## src/rtl/irq_ctrl.sv

```systemverilog
// irq_ctrl: edge-capturing interrupt controller with enable mask, claim/complete handshake; IRQ_CTRL_SYNC_EN adds a two-flop input synchronizer
module irq_ctrl #(
  parameter int N_SRC = 8
) (
  input  logic             i_CLK,
  input  logic             i_RSTn,
  input  logic [N_SRC-1:0] i_IRQ,
  input  logic             i_CE,
  input  logic             i_REQ,
  input  logic             i_WE,
  input  logic [1:0]       i_ADDR,
  input  logic [31:0]      i_WDATA,
  output logic             o_GNT,
  output logic [31:0]      o_RDATA,
  output logic             o_EXT_IRQ
);
  typedef enum logic {IDLE, SERVICE} state_t;
  state_t state;
  logic [N_SRC-1:0] pending, enable, irq_q, irq_in, set, clr;
  logic [4:0] id, best;
  logic acc, claim_ok, complete;
`ifdef IRQ_CTRL_SYNC_EN
  logic [N_SRC-1:0] sync1, sync2;
  // two-flop synchronizer so asynchronous sources are safe to edge-detect
  always_ff @(posedge i_CLK or negedge i_RSTn)
    if (!i_RSTn) begin
      sync1 <= '0;
      sync2 <= '0;
    end else begin
      sync1 <= i_IRQ;
      sync2 <= sync1;
    end
  assign irq_in = sync2;
`else
  assign irq_in = i_IRQ;
`endif
  assign acc      = i_REQ & i_CE;
  assign o_GNT    = acc;
  assign claim_ok = acc & ~i_WE & (i_ADDR == 2'd2) & (state == IDLE) & (best != 5'd0);
  assign complete = acc & i_WE & (i_ADDR == 2'd2) & (state == SERVICE) & (i_WDATA[4:0] == id);
  assign set      = irq_in & ~irq_q;
  assign clr      = ((acc & i_WE & (i_ADDR == 2'd0)) ? i_WDATA[N_SRC-1:0] : '0) |
                    (claim_ok ? N_SRC'(1) << (best - 5'd1) : '0);
  // best id: lowest enabled pending source, reported one-based
  always_comb begin
    best = '0;
    for (int i = N_SRC - 1; i >= 0; i--) if (pending[i] & enable[i]) best = 5'(i + 1);
  end
  // register read mux; a claim read in service reports no source
  always_comb
    o_RDATA = (i_ADDR == 2'd0) ? 32'(pending) :
              (i_ADDR == 2'd1) ? 32'(enable) :
              (i_ADDR == 2'd2) ? ((state == IDLE) ? 32'(best) : 32'd0) :
              {19'd0, id, 7'd0, state == SERVICE};
  // pending capture, enable register, claim/complete FSM and request output
  always_ff @(posedge i_CLK or negedge i_RSTn)
    if (!i_RSTn) begin
      state     <= IDLE;
      id        <= '0;
      pending   <= '0;
      enable    <= '0;
      irq_q     <= '0;
      o_EXT_IRQ <= 1'b0;
    end else begin
      irq_q     <= irq_in;
      pending   <= (pending & ~clr) | set;
      o_EXT_IRQ <= (state == IDLE) & ~claim_ok & |(pending & enable);
      if (acc & i_WE & (i_ADDR == 2'd1)) enable <= i_WDATA[N_SRC-1:0];
      if (claim_ok) begin
        state <= SERVICE;
        id    <= best;
      end else if (complete) begin
        state <= IDLE;
        id    <= '0;
      end
    end
endmodule

```

## config.mk

```make
export PLATFORM = sky130hd
export DESIGN_NAME = irq_ctrl
export DESIGN_NICKNAME = d
export VERILOG_FILES = /design/src/rtl/irq_ctrl.sv
export SDC_FILE = /design/constraint.sdc
export NUM_CORES = 1
export LEC_CHECK = 0
export CAP_MARGIN = 20
export CORE_ASPECT_RATIO = 1.4
export CORE_MARGIN = 1.5
export CORE_UTILIZATION = 46
export DETAILED_ROUTE_END_ITERATION = 8
export GPL_ROUTABILITY_DRIVEN = 1
export PLACE_DENSITY = 0.94
export SETUP_SLACK_MARGIN = 0.5
export SYNTH_ARGS = -nofsm -noshare
export SYNTH_HDL_FRONTEND = slang
export SYNTH_SLANG_ARGS = --single-unit
```

## constraint.sdc

```tcl
create_clock -name i_CLK -period 7.81 [get_ports i_CLK]
set_input_delay 2.343 -clock i_CLK [delete_from_list [all_inputs] [get_ports i_CLK]]
set_output_delay 2.343 -clock i_CLK [all_outputs]
set_load 0.005 [all_outputs]
```

==> results of run 1 <==
## per-stage QoR
step | util | area, um2 | hold slack (ns) | worst slack [ns] | cells
2_1_floorplan | - | 1940 | 0.392 | 2.12 | 210
3_3_place_gp | 0.558 | 2190 | 0.397 | 1.16 | 265
3_5_place_dp | 0.558 | 2190 | 0.408 | 1.12 | 265
4_1_cts | 0.581 | 2280 | 0.416 | 1.11 | 273
5_1_grt | 0.582 | 2280 | 0.439 | 1.01 | 274
6_report | 0.582 | 2280 | 0.414 | 1.09 | 274
## registers in the layout, indices dropped and copies added (netlist names)
| register | flops |
|---|---|
| pending | 8 |
| enable | 8 |
| id | 4 |
| state | 1 |
| irq_q | 8 |
| o_EXT_IRQ | 1 |
## worst min-delay path by stage
stage	from	to	slack (ns)	cells after the start
floorplan	irq_q[0]	pending[0]	0.39	1
global placement	irq_q[1]	pending[1]	0.40	1
detailed placement	irq_q[2]	pending[2]	0.41	1
CTS	irq_q[2]	pending[2]	0.42	1
global route	irq_q[0]	pending[0]	0.44	1
finish	irq_q[1]	pending[1]	0.41	1
## layout by cell type (no fill, tap or decap), drive strengths merged, types with 2 or more instances in the layout
cell type / count
o311ai: 4
clkdlybuf4s50: 36
nor4: 2
nor2: 9
a21boi: 2
nor3: 3
conb: 20
xnor2: 3
nand4: 2
mux2: 9
ha: 4
o22ai: 3
dfrtp: 30
nor2b: 3
a22oi: 3
and3: 7
inv: 12
a222oi: 2
o211ai: 2
buf: 2
o21ai: 5
a22o: 2
clkbuf: 7
and2: 4
a21oi: 3
nand2: 23
mux2i: 9
a32o: 4
## logic make-up (layout without fill, tap and decap cells)
family,count (synthesis),after routing,synth area share
AO/OA/AOI/OAI,36,36,0.152
buffers and inverters,37,58,0.117
multiplexers,19,19,0.117
AND/OR/NAND/NOR,60,60,0.164
other,1,20,0.00201
XOR/XNOR,4,4,0.0188
flip-flops,30,30,0.402
adder cells (fa/ha/maj),4,4,0.0268
## cell type report
cell class                      instances  share of cell area
Tap cell                               43              0.0236
Inverter                               12              0.0197
Sequential cell                        30               0.329
Timing Repair Buffer                   38               0.163
Clock buffer                            7              0.0378
Multi-Input combinational cell        143               0.424
Clock inverter                          1             0.00219
## worst reg2reg max path, cell delays in order (launching register included)
cell and delay, ns:
dfrtp_1 0.42, nand2_1 0.11, a32oi_1 0.14, a21oi_1 0.43, ha_1 0.35, and3_1 0.18
and3_1 0.17, o211ai_1 0.13, or4_1 0.60, a32o_1 0.27
## where the power goes
part	leakage, uW	total (uW)	switching (uW)	internal [uW]
Combinational	0.000613	166	83.5	82.3
Sequential	0.000342	207	27.7	179
Clock	0.0000482	126	55.3	70.9
Total	0.00100	499	167	332
## per-layer routing
metal  GRT usage  vias to the layer above  part of all wire
li1            -                      725                 -
met1       0.231                      747              0.38
met5           0                        -                 0
met2       0.374                       61              0.55
met3      0.0445                       12             0.051
met4      0.0977                        0             0.024
==> results.cfg, run 1 <==
[synth]
synth_warnings = 0
synthTopCellsByArea = dfrtp_1, buf_4, mux2_2
syn_area_per_cell_um2 = 9.77
syn_inst = 191
yosys-top-cells-count = dfrtp_1, nand2_1, buf_4
synth_cell_type_count = 49
synthArstFlopShare = 1.00
yosysMostFrequentCell = dfrtp_1
synth_top_area_share = 0.402
yosysTopAreaCell = dfrtp_1
synth-edff-count = 0
syn-cell-area_um2 = 1870
synth-main-ff-cell = dfrtp_1
seq_area_frac_synth = 0.402
synth_seq_cells = 30

[floorplanning]
die_h_um = 78.4
core_area_um2 = 3920
die-area_um2 = 4450
rows = 27
die_x_um = 56.8
io_pins = 81
start_util = 0.476

[setup_path]
cp-end-kind = output pin
r2r_start = pending[2]
crit_required_ns = 5.47
startpoint_type = input port
max_stage_delay_ns = 0.84
startpoint = i_ADDR[0]
crit_cells = 5
crit_top_cell = clkdlybuf4s50_1
rrSetupSlack_ns = 4.91
path_max_fanout = 19
path_cells = clkdlybuf4s50_1 > nor2_1 > nand2_1 > o22ai_1 > clkdlybuf4s50_1
slowest_stage = clkdlybuf4s50_1
crit_type = in -> out
critPathTopFamily = buffers and inverters
timing.rr.end = pending[7]
worstRegToRegCells = 9
crit_path_end = o_RDATA[1]
critPathBufInv = 2
crit_arrival_ns = 4.37

[clocking]
cts_inserted_buffers = 5
clk_latency_ns = 0.28
path_clk_slew_ns = 0.06
cts.sinks = 30
root_buffer = clkbuf_8
ctsResizeCount = 0
cts_tree = built
post-cts-setup-buffer-count = 0
postCtsHoldBufs = 0
htree_num_levels = 2
cts_buffer_depth = 2

[route]
drt_first_pass_iters = 4
remaining_drc_errors = 0
ant_nets = 0
drtIter0Drc = 67
viasPerCell = 5.64
drt_wl_total_um = 4210
num_vias = 1545
wl_per_cell_um = 15.4

[grt]
grt_pass1_wl_um = 7130
overflow = 0
grt_max_degree = 31
grt_util_all_layers = 0.209
antenna_found_initial = 0
grt_pass1_vias = 1531

[final_layout]
area_growth_pct = 22.3
diodes = 0
register_area_um2 = 751
drive_above_1_share = 0.0996
fill_cells = 337
multi_input_area_um2 = 968
fin_nets = 281

[place]
io_buffers = 36
gp_congestion = 0.955
dp_hpwl_um = 3190

[timing]
rsz0062_at_grt = no
finClkSkew_ns = 0.00648
period_share = 0.860
max_slew.worst_pin.slew_ns = 0.865
period_needed_ns = 6.72
fmax_mhz = 149
slew_headroom = 0.424
final.setup.tns_ns = 0
hold_viol_final = 0
drv_slew = 0
setup_viol = 0

[job]
cap_violations = 0

[worst_hold_path]
hp-class = reg -> reg

[power]
p_leak_uw = 0.00100
p_total_uw = 499
powerDensity_nw_per_um2 = 219
ir_worst_vdd_mv = 0.128

[run_status]
status = complete, no violations
Note: power is estimated with default switching activity, not from simulation.
==> inputs of run 2 (changes only) <==
--- a/config.mk
+++ b/config.mk
@@ -12,6 +12,7 @@
 export DETAILED_ROUTE_END_ITERATION = 8
 export GPL_ROUTABILITY_DRIVEN = 1
 export PLACE_DENSITY = 0.94
+export RECOVER_POWER = 100
 export SETUP_SLACK_MARGIN = 0.5
 export SYNTH_ARGS = -nofsm -noshare
 export SYNTH_HDL_FRONTEND = slang
==> run 2 against run 1 <==
  * The flow now finishes with violations (capacitance limit, slew limit)
  * Routed wire length rose by 0.93%
  * Critical path depth decreased by 2
  * First-iteration DRC count is 6.0% higher
  * Maximum frequency fell by 2.4%
  * Count of clock-buffer cells in the layout is the same
  * Utilization down 0.26 points
  * Power shrank 1.3%
  * Global-route usage stayed put
  * Setup slack got worse by 0.17 ns
  * Via count is essentially flat
  * Final area shrank 0.44%
  * Non-clock buffer count stayed put
  * Critical path type unchanged
==> results.cfg, run 2 (synthesis gave the netlist of run 1 again) <==
[timing]
setup_viol = 0
final.setup.tns_ns = 0
period_share = 0.881
hold_viol_final = 0
period_needed_ns = 6.88
finClkSkew_ns = 0.00516
drv_slew = 31
fmax_mhz = 145
max_slew.worst_pin.slew_ns = 1.56
rsz0062_at_grt = no
fin_ws_ns = 0.928
timing.hold.ws_ns = 0.418
slew_headroom = -0.0388

[clocking]
cts.sinks = 30
root_buffer = clkbuf_8
htree_num_levels = 2
post-cts-setup-buffer-count = 0
path_clk_slew_ns = 0.06
ctsResizeCount = 0
clk_latency_ns = 0.28
cts_tree = built
cts_buffer_depth = 2
postCtsHoldBufs = 0
cts_inserted_buffers = 5

[floorplanning]
start_util = 0.476
die_x_um = 56.8
rows = 27
die_h_um = 78.4
core_area_um2 = 3920
io_pins = 81
die-area_um2 = 4450

[place]
post_dp_cell_area_um2 = 2190
dp_slack_ns = 1.12
dp_hpwl_um = 3190
io_buffers = 36
gp_congestion = 0.955

[run_status]
violations = capacitance limit, slew limit
status = finished, violations left

[setup_path]
startpoint = i_ADDR[1]
crit_type = in -> out
r2r_start = pending[2]
path_max_fanout = 17
crit_path_end = o_RDATA[0]
rrSetupSlack_ns = 4.90
crit_required_ns = 5.47
startpoint_type = input port
timing.rr.end = pending[7]
crit_arrival_ns = 4.54
worstRegToRegCells = 9
cp-end-kind = output pin

[route]
drtIter0Drc = 71
remaining_drc_errors = 0
drt_first_pass_iters = 4
num_vias = 1544
wl_per_cell_um = 15.5
viasPerCell = 5.64
ant_nets = 0
drt_wl_total_um = 4250

[grt]
grt_pass1_vias = 1531
grt_util_all_layers = 0.209
grt_max_degree = 31
overflow = 0
antenna_found_initial = 0
grt_pass1_wl_um = 7130

[final_layout]
diodes = 0
reg_top3 = enable x8, irq_q x8, pending x8
final_cell_mix = dfrtp_1, dlygate4sd3_1, nand2_1
finish.utilization = 0.580
fin_nets = 281
area_growth_pct = 21.8
finalInstanceArea_um2 = 2270
layout_commonest_cell = dfrtp_1
drive_above_1_share = 0.0866

[job]
cap_violations = 1

[power]
p_leak_uw = 0.00103
powerDensity_nw_per_um2 = 217
ir_worst_vdd_mv = 0.128

[worst_hold_path]
hp-class = reg -> reg
==> run 2: worst min path at each step <==
| stage | start | to | slack, ns | depth (start not counted) |
|---|---|---|---|---|
| finish | irq_q[2] | pending[2] | 0.42 | 1 |
| global route | irq_q[2] | pending[2] | 0.44 | 1 |
| CTS | irq_q[2] | pending[2] | 0.42 | 1 |
| detailed placement | irq_q[2] | pending[2] | 0.41 | 1 |
| global placement | irq_q[1] | pending[1] | 0.40 | 1 |
| floorplan | irq_q[0] | pending[0] | 0.39 | 1 |
==> run 2: power by group <==
part | internal [uW] | leakage (uW) | switching, uW | total, uW
clock network | 70.9 | 0.0000482 | 54.6 | 125
logic | 76.8 | 0.000636 | 83.2 | 160
registers | 179 | 0.000342 | 27.7 | 207
total | 327 | 0.00103 | 165 | 492
==> run 2: per-layer routing <==
metal	up-vias	GRT usage	share of wire
met5	-	0	0
met4	0	0.0977	0.022
met3	11	0.0445	0.053
met2	71	0.374	0.55
met1	739	0.231	0.38
li1	723	-	-
==> run 2: cell type report <==
type | instances | area, um2
multi-input cells | 143 | 962
fillers | 340 | 1650
well taps | 43 | 53.8
clock inverters | 1 | 5.00
clock buffers | 7 | 86.3
flip-flops and latches | 30 | 751
inverters | 12 | 45.0
repair buffers | 38 | 369
==> run 2: per-stage QoR <==
step	power, uW	std cells
final	492	274
after floorplan	315	210
after global placement	369	265
after CTS	500	273
after detailed placement	372	265
after global routing	527	274
==> run 2: critical path, stage by stage <==
cell and delay [ns]:
dlygate4sd3_1 0.94, mux4_1 0.66, dlygate4sd3_1 0.59
==> inputs of run 3 (changes only) <==
--- a/config.mk
+++ b/config.mk
@@ -5,13 +5,15 @@
 export SDC_FILE = /design/constraint.sdc
 export NUM_CORES = 1
 export LEC_CHECK = 0
+export ABC_AREA = 1
+export ABC_CLOCK_PERIOD_IN_PS = 7810
 export CAP_MARGIN = 20
 export CORE_ASPECT_RATIO = 1.4
 export CORE_MARGIN = 1.5
-export CORE_UTILIZATION = 46
+export CORE_UTILIZATION = 45
 export DETAILED_ROUTE_END_ITERATION = 8
 export GPL_ROUTABILITY_DRIVEN = 1
-export PLACE_DENSITY = 0.94
+export PLACE_DENSITY = 0.93
 export RECOVER_POWER = 100
 export SETUP_SLACK_MARGIN = 0.5
 export SYNTH_ARGS = -nofsm -noshare
==> constraint.sdc (replaced) <==
create_clock -name i_CLK -period 7.81 [get_ports i_CLK]
set_input_delay 2.343 -clock i_CLK [delete_from_list [all_inputs] [get_ports i_CLK]]
set_output_delay 2.343 -clock i_CLK [all_outputs]
set_load 0.02 [all_outputs]
==> run 3 against run 2 <==
  * The run still ends with capacitance limit, slew limit left
  * Die area is 0.75% higher
  * First-iteration DRC count up 27%
  * Final area fell by 1.2%
  * Clock power is 20% higher
  * Non-clock buffer count fell by 1
  * Critical path depth increased by 4
  * Setup slack got worse by 0.16 ns
  * Hold slack improved by 0.059 ns
  * Sequential power fell by 12%
  * Clock skew grew 0.0020 ns
  * Global-route usage shrank 0.52 points
  * Register-to-register slack improved by 0.58 ns
  * Highest routed layer unchanged
==> results.cfg, run 3 <==
[run_status]
status = finished, violations left
violations = capacitance limit, slew limit

[synth]
synth_compound_area_frac = 0.0707
synthArstFlopShare = 1.00
synth_mux_area_frac = 0.0122
synth_top_family_by_area = simple AND/OR/NAND/NOR gates
seq_area_frac_synth = 0.408
yosysTopAreaCell = dfrtp_1
synth-main-ff-cell = dfrtp_1
synth_seq_cells = 30
synth_simple_gate_area_frac = 0.297
syn_inst = 250
synth-edff-count = 0
synth_xor_area_frac = 0.00952
syn-cell-area_um2 = 1840
yosys-top-cells-count = nand2_1, inv_1, dfrtp_1
synth_warnings = 0
yosysMostFrequentCell = nand2_1
synth_cell_type_count = 27
synth_top_area_share = 0.408
syn_area_per_cell_um2 = 7.36
synth_fa_ha_area_frac = 0.0272
synthTopCellsByArea = dfrtp_1, nand2_1, inv_1

[timing]
rsz0062_at_grt = no
hold_viol_final = 0
finClkSkew_ns = 0.00717
drv_slew = 31
setup_viol = 0
period_share = 0.901
period_needed_ns = 7.04
slew_headroom = -0.0478
fmax_mhz = 142
max_slew.worst_pin.slew_ns = 1.57
final.setup.tns_ns = 0
timing.hold.ws_ns = 0.477

[route]
wl_per_cell_um = 12.5
drt_first_pass_iters = 4
viasPerCell = 4.96
remaining_drc_errors = 0
drtIter0Drc = 90
ant_nets = 0
num_vias = 1667
drt_wl_total_um = 4200

[place]
gp_congestion = 1.03
post_dp_cell_area_um2 = 2180
io_buffers = 36
dp_hpwl_um = 3240

[floorplanning]
start_util = 0.469
die-area_um2 = 4490
core_area_um2 = 3920
die_x_um = 57.0
die_h_um = 78.6
io_pins = 81
rows = 27

[setup_path]
max_stage_delay_ns = 0.71
crit_cells = 7
path_max_fanout = 9
path_cells = dlygate4sd3_1 > nor2_1 > a21oi_1 > nand2_1 > inv_1 > o21ai_0 > dlygate4sd3_1
startpoint_type = input port
crit_type = in -> out
crit_arrival_ns = 4.70
critPathTopFamily = buffers and inverters
startpoint = i_ADDR[1]
critPathBufInv = 3
rrSetupSlack_ns = 5.48
timing.rr.end = pending[5]
crit_path_end = o_RDATA[0]
crit_top_cell = dlygate4sd3_1
crit_required_ns = 5.47
worstRegToRegCells = 14
cp-end-kind = output pin
slowest_stage = dlygate4sd3_1
r2r_start = pending[3]

[clocking]
clk_latency_ns = 0.28
post-cts-setup-buffer-count = 0
cts.sinks = 30
ctsResizeCount = 0
cts_tree = built
root_buffer = clkbuf_8
cts_buffer_depth = 2
postCtsHoldBufs = 0
htree_num_levels = 2
path_clk_slew_ns = 0.06
cts_inserted_buffers = 5

[power]
powerDensity_nw_per_um2 = 212
ir_worst_vdd_mv = 0.224
p_total_uw = 477
p_leak_uw = 0.00121

[grt]
grt_pass1_vias = 1620
antenna_found_initial = 0
overflow = 0
grt_util_all_layers = 0.204
grt_pass1_wl_um = 6980
grt_max_degree = 31

[final_layout]
area_growth_pct = 22.0
fin_nets = 343
finalInstanceArea_um2 = 2240
reg_top3 = enable x8, irq_q x8, pending x8
layout_commonest_cell = nand2_1
final_cell_mix = nand2_1, inv_1, dfrtp_1
drive_above_1_share = 0.0444
diodes = 0
finish.utilization = 0.573

[job]
cap_violations = 1

[worst_hold_path]
hp-class = reg -> reg
-- run 3: changes by cell type after synthesis, sizes merged, moves of 9 or more --
cell,delta
nand2,+65
o21ai,+11
mux2i,-9
inv,+30
nand3,+12
nor2,+9
-- run 3: power by group --
group          switching, uW  internal [uW]  total, uW
registers               11.4            172        183
logic                   92.9           50.9        144
clock network           54.3           95.2        150
total                    159            318        477
-- run 3: cell families after synthesis --
group / Yosys count
AND/OR/NAND/NOR: 124
buffers and inverters: 64
flip-flops: 30
AO/OA/AOI/OAI: 23
adder cells (fa/ha/maj): 4
XOR/XNOR: 2
multiplexers: 2
other: 1
-- run 3: how the worst min path moves through the flow --
stage	depth (start not counted)	slack (ns)	from	to
2_1_floorplan	3	0.45	irq_q[0]	pending[0]
3_3_place_gp	3	0.46	irq_q[7]	pending[7]
3_5_place_dp	3	0.48	irq_q[2]	pending[2]
4_1_cts	3	0.48	irq_q[2]	pending[2]
5_1_grt	3	0.51	irq_q[0]	pending[0]
6_report	3	0.48	irq_q[2]	pending[2]
-- run 3: worst reg2reg max path: cells and delay by family, from the launching register on --
family | cells | cell delay [ns]
compound gates | 1 | 0.38
buf+inv | 3 | 0.25
fa+ha+maj | 1 | 0.24
simple gates | 9 | 0.93
flops | 1 | 0.40
-- run 3: cell type report --
class	instances	area, um2
fill	364	1670
sequential	30	751
inverter	43	163
clock buffer	7	76.3
tap	43	53.8
multi-input combinational	175	807
clock inverter	1	30.0
timing repair buffer	37	364
-- run 3: layer usage --
metal | global-route usage | vias up | wire length, um
li1 | - | 809 | -
met1 | 0.216 | 761 | 1500
met2 | 0.359 | 80 | 2290
met3 | 0.0461 | 17 | 246
met4 | 0.121 | 0 | 174
met5 | 0 | - | 0
-- run 3: per-stage QoR --
step           setup slack (ns)  cells
2_1_floorplan              2.23    269
3_3_place_gp               1.10    328
3_5_place_dp               1.08    328
4_1_cts                    1.06    336
5_1_grt                   0.690    336
6_report                  0.772    336
